$ cat src/rtl/window_accumulator.sv
// Window accumulator: sums K consecutive (W+1)-bit adder results and presents
// each window total on a registered valid/ready output with no inter-window bubble.
module window_accumulator #(
    parameter int W  = 4,
    parameter int K  = 9,
    parameter int AW = W + 1 + $clog2(K)
) (
    input  logic                   clk,
    input  logic                   rst,
    input  logic                   in_valid,
    output logic                   in_ready,
    input  logic [W-1:0]           in_sum,
    input  logic                   in_cout,
    input  logic                   in_clr,
    output logic                   out_valid,
    input  logic                   out_ready,
    output logic [AW-1:0]          out_data,
    output logic [$clog2(K+1)-1:0] out_cnt
);
    localparam int CW = $clog2(K + 1);

    logic [AW-1:0] acc_p0;
    logic [CW-1:0] cnt_p0;
    logic [AW-1:0] out_data_p1;
    logic          vld_p1;

    logic          accept;
    logic          last;
    logic [AW-1:0] sample;
    logic [AW-1:0] base;
    logic [AW-1:0] total;
    logic [CW-1:0] cnt_base;

    // Stage p0: sample acceptance and partial-sum update
    assign in_ready = !(vld_p1 && !out_ready);
    assign accept   = in_valid && in_ready;
    assign sample   = {{(AW-W-1){1'b0}}, in_cout, in_sum};
    // A clear folds into the same adder: the sample then opens a fresh window.
    assign base     = in_clr ? '0 : acc_p0;
    assign cnt_base = in_clr ? '0 : cnt_p0;
    assign total    = base + sample;
    assign last     = accept && !in_clr && (cnt_p0 == CW'(K - 1));

    always_ff @(posedge clk) begin
        if (rst) begin
            acc_p0 <= '0;
            cnt_p0 <= '0;
        end else if (accept) begin
            if (last) begin
                acc_p0 <= '0;
                cnt_p0 <= '0;
            end else begin
                acc_p0 <= total;
                cnt_p0 <= cnt_base + CW'(1);
            end
        end else if (in_clr) begin
            acc_p0 <= '0;
            cnt_p0 <= '0;
        end
    end

    // Stage p1: registered window total with valid/ready hold
    always_ff @(posedge clk) begin
        if (rst) begin
            vld_p1      <= 1'b0;
            out_data_p1 <= '0;
        end else if (last) begin
            vld_p1      <= 1'b1;
            out_data_p1 <= total;
        end else if (vld_p1 && out_ready) begin
            vld_p1      <= 1'b0;
        end
    end

    assign out_valid = vld_p1;
    assign out_data  = out_data_p1;
    assign out_cnt   = cnt_p0;

endmodule

$ cat config.mk
export PLATFORM = sky130hd
export DESIGN_NAME = window_accumulator
export DESIGN_NICKNAME = d
export VERILOG_FILES = /design/src/rtl/window_accumulator.sv
export SDC_FILE = /design/constraint.sdc
export NUM_CORES = 1
export LEC_CHECK = 0
export ABC_CLOCK_PERIOD_IN_PS = 4850
export CAP_MARGIN = 20
export CORE_MARGIN = 10
export CORE_UTILIZATION = 56
export CTS_BUF_LIST = sky130_fd_sc_hd__clkbuf_4
export DETAILED_ROUTE_END_ITERATION = 8
export DONT_BUFFER_PORTS = 1
export GPL_ROUTABILITY_DRIVEN = 0
export PLACE_DENSITY = 0.71
export RECOVER_POWER = 100
export SETUP_SLACK_MARGIN = 0.05
export SLEW_MARGIN = 20
export SYNTH_ARGS = -nofsm -noshare
export SYNTH_HDL_FRONTEND = slang
export SYNTH_SLANG_ARGS = --single-unit
$ cat constraint.sdc
create_clock -name clk -period 4.85 [get_ports clk]
set_clock_uncertainty 0.15 [all_clocks]
set_input_delay 0.7275 -clock clk [delete_from_list [all_inputs] [get_ports clk]]
set_output_delay 0.7275 -clock clk [all_outputs]
set_load 0.03 [all_outputs]
### Word-level counts from Yosys, hierarchy flattened

Cells that the tools add are included.

* register bits after elaboration: 23
* logic and storage cells: 24

* reduce and logical (&&, ||, !) cells: 9
* $add $sub $neg: 2
* muxes and demuxes: 8
* equality and inequality tests: 1

Operators with widths (number)
* $mux W9: 3
* $mux W4: 3
* $add A9 B5 Y9: 1
* $logic_and A1 B1 Y1: 5
* $add A4 B1 Y4 const B: 1
* $eq A4 B4 Y1 const B: 1
* $logic_not A1 Y1: 3
* $mux W1: 2
* $reduce_bool A2 Y1: 1

### Longest topological paths before layout

* word-level depth: 8
* gate-level depth with buffers: 9
* depth with buffers taken out: 8

### Worst setup path after synthesis

OpenSTA, ideal clock, no wires.

* kind: input to register
* start: input in_clr
* end: register out_data_p1[8] (netlist: out_data[8])
* data required time: 4583 ps
* arrival time: 2432 ps
* path buffers: 1
* library setup time: 117 ps
* cell stages on the path: 9
* setup slack: 2151 ps
* path through: clkbuf_1 > nor2b_1 > ha_1 > fa_1 > a211oi_1 > o21bai_1 > nand4_1 > xnor2_1 > a22o_1

* longest elaborated chain between the ends: 3
* elaborated cells between the ends (all ways): 5
* classes of those cells: add/sub (1); mux (1); reduce/logical (3)

Ends and longest elaborated chain
* start, declared: RTL line 14 `input logic in_clr,`
* branches (longest 3 deep; another with $add A9 B5 Y9)
* end signal, assigned: RTL line 69 `out_data_p1 <= total;`
* end, declared: RTL line 24 `logic [AW-1:0] out_data_p1;`

Parallel ways; which one is timed is not known.
A chain may end at the register's enable or synchronous reset.

### Final worst setup path

* start: register vld_p1 (netlist: out_valid)
* end: register cnt_p0[3] (netlist: out_cnt[3])

* longest elaborated chain between the ends: 7

Ends and longest elaborated chain
* start, declared: RTL line 25 `logic vld_p1;`
* start signal, assigned: RTL line 65 `vld_p1 <= 1'b0;`
* start signal, assigned: RTL line 68 `vld_p1 <= 1'b1;`
* start signal, assigned: RTL line 71 `vld_p1 <= 1'b0;`
* $logic_and A1 B1 Y1 *: RTL line 35 `assign in_ready = !(vld_p1 && !out_ready);`
* $logic_not A1 Y1 *: RTL line 35
* via in_ready: RTL line 11 `output logic in_ready,`
* $logic_and A1 B1 Y1 *: RTL line 36 `assign accept = in_valid && in_ready;`
* $logic_and A1 B1 Y1 (2 in a row): RTL line 42 `assign last = accept && !in_clr && (cnt_p0 == CW'(K - 1));`
* $mux W4: RTL line 49 `if (last) begin`
* $mux W4 *: RTL line 48 `end else if (accept) begin`
* end signal, assigned: RTL line 54 `cnt_p0 <= cnt_base + CW'(1);`
* end, declared: RTL line 23 `logic [CW-1:0] cnt_p0;`

Mark *: on every way through the listed nets, which the timed path passes. The rest lies on a longest branch.

==> results.yml <==
run_status:
  status: "completed"
placement:
  preCtsSetupSlack_ns: 2.22
  dp_cells: 154
  hpwl_mm: 2.04
  port_buffers: 0
grt:
  grtUsageTotal_pct: 12.4
  grt_pass1_wl_mm: 4.33
  antenna_found_initial: 0
  grt_max_degree: 15
  grt_pass1_vias: 917
  grt_remaining_overflow: 0
synthesis:
  ys_seq_elements: 23
  synth_ff_type: "dfxtp_1"
  synth_edf_count: 0
  ys_async_sr_fraction_pct: 0
  synth_warnings: 0
  netlist_area_mm2: 0.00120
  synth_top_area_share_pct: 38.5
  syn_avg_cell_area_um2: 9.07
  synth_area_leaders: "dfxtp_1 38%, a22o_1 6.6%, ha_1 6.3%"
  netlist_instances: 132
  synth_cell_types: 36
  synth_seq_area_share_pct: 38.5
  synth_top_cell_by_area: "dfxtp_1"
  syn_nets: 149
critical_path:
  r2r_slack_ns: 2.33
  path_buf_inv: 0
  crit_fanout: 11
  crit_required_ns: 4.93
  path_class: "flip-flop to flip-flop"
  critPathSlowestCell: "a21oi_1"
  critPathCaptureType: "flip-flop"
  arrival_ns: 2.60
  critPathLaunchType: "flip-flop"
  cp_cell_sequence: "nand2b_1 -> and2_0 -> a21oi_1 -> nor3b_1"
  path_delay_family: "simple AND/OR/NAND/NOR gates"
  slowest_delay_ns: 0.72
clocking:
  clock_latency_ns: 0.30
  cts_root_buf: "clkbuf_4"
  cts_tree: "built"
  post-cts-setup-buffers: 0
  clkTransAtPathRegs_ns: 0.12
  cts-resized-gates: 0
  cts_hold_buf: 0
  clockBufferDepth: 2
  clock_sinks: 23
  htreeDepth: 1
  cts_buffers: 3
floorplan:
  io_pins: 25
  core_area_mm2: 0.00200
  start_util_pct: 59.8
  dieWidth_um: 66.2
  dieHeight_um: 66.2
  fp-row-count: 16
  die-area_mm2: 0.00439
timing:
  worstMarginPinSlew_ns: 0.806
  hold_viol: 0
  finalCriticalPeriod_ns: 2.52
  max_freq_mhz: 397
  slew_headroom_pct: 46.3
  fin_ws_ns: 2.33
  slew_viol_final: 0
  finalCritPeriodShare_pct: 52.0
  setup_viol: 0
  rsz0062_at_grt: "no"
  fin_setup_tns_ns: 0
route:
  antenna_left: 0
  routedWlPerCell_um: 16.6
  vias: 967
  vias_per_cell: 6.12
  drc: 0
  first_pass_iters: 4
  totalWireLength_mm: 2.62
  drt-initial-drc-count: 43
layout:
  drive_gt1_share_pct: 6.11
  mostFrequentLayoutCells: "23 x dfxtp_1, 12 x nand2_1, 11 x a21oi_1"
  final_cells: 158
  diodes: 0
  final_common_cell: "dfxtp_1"
  fin_util_pct: 61.9
  syn2layout_area_growth_pct: 3.55
  fin_nets: 149
pwr:
  p_per_area_mw_per_mm2: 258
  p_leak_nw: 0.465
  irDropWorstVdd_mv: 0.164
min_path:
  hold_path.class: "input port to flip-flop"
job:
  drv_cap: 0
-- stage by stage --
| stage | hold slack, ns | area, um2 | power, W |
|---|---|---|---|
| after floorplan | 0.378 | 1200 | 0.000230 |
| after global placement | 0.400 | 1210 | 0.000234 |
| after detailed placement | 0.404 | 1210 | 0.000234 |
| after CTS | 0.317 | 1240 | 0.000324 |
| after global routing | 0.302 | 1240 | 0.000337 |
| final | 0.329 | 1240 | 0.000320 |
-- final timing paths --
| kind | endpoint | startpoint | depth (start not counted) |
|---|---|---|---|
| max | out_cnt[3] | out_valid | 4 |
| min | acc_p0[8] | rst | 1 |
| max reg2reg | out_cnt[3] | out_valid | 4 |
| min reg2reg | acc_p0[0] | acc_p0[0] | 3 |
-- layout make-up --
| cell class | instances | area [um2] |
|---|---|---|
| clock buffer | 4 | 30.0 |
| fill | 186 | 762 |
| multi-input combinational | 104 | 716 |
| sequential | 23 | 460 |
| tap | 27 | 33.8 |
-- state kept, by name, summed over array words and instances (netlist names) --
name / count
acc_p0: 9
out_cnt: 4
out_data: 9
out_valid: 1
-- kinds of logic (layout without fill, tap and decap cells) --
| family | Yosys count | after routing | synth area share (%) |
|---|---|---|---|
| and+or+nand+nor | 52 | 52 | 24.7 |
| AOI/OAI and AO/OA | 35 | 35 | 19.7 |
| DFF | 23 | 23 | 38.5 |
| xor gates and xnor gates | 9 | 9 | 6.58 |
| adders and majority gates | 7 | 7 | 7.94 |
| buffers and inverters | 5 | 4 | 1.78 |
| muxes | 1 | 1 | 0.836 |
-- power by group --
part | switching (W) | internal, W | total (W) | leakage, nW
clock network | 0.0000520 | 0.0000376 | 0.0000896 | 0.0184
registers | 0.00000305 | 0.000192 | 0.000196 | 0.186
logic | 0.0000207 | 0.0000142 | 0.0000349 | 0.260
-- layer usage --
metal | global-route usage, % | up-vias | share of wire [%]
met5 | 0 | - | 0
met4 | 3.40 | 0 | 0.50
met3 | 5.59 | 2 | 9.2
met2 | 19.9 | 24 | 48
met1 | 14.5 | 461 | 42
li1 | - | 480 | -
-- synth_stat cells, types with 3 or more instances --
cell / instances
a21oi_1: 11
a22o_1: 9
and2_1: 4
clkbuf_1: 3
dfxtp_1: 23
ha_1: 6
nand2_1: 12
nand3_1: 6
nand4_1: 3
nor2_1: 6
nor2b_1: 10
o21ai_0: 3
xnor2_1: 7
Note: power is estimated with default switching activity, not from simulation.
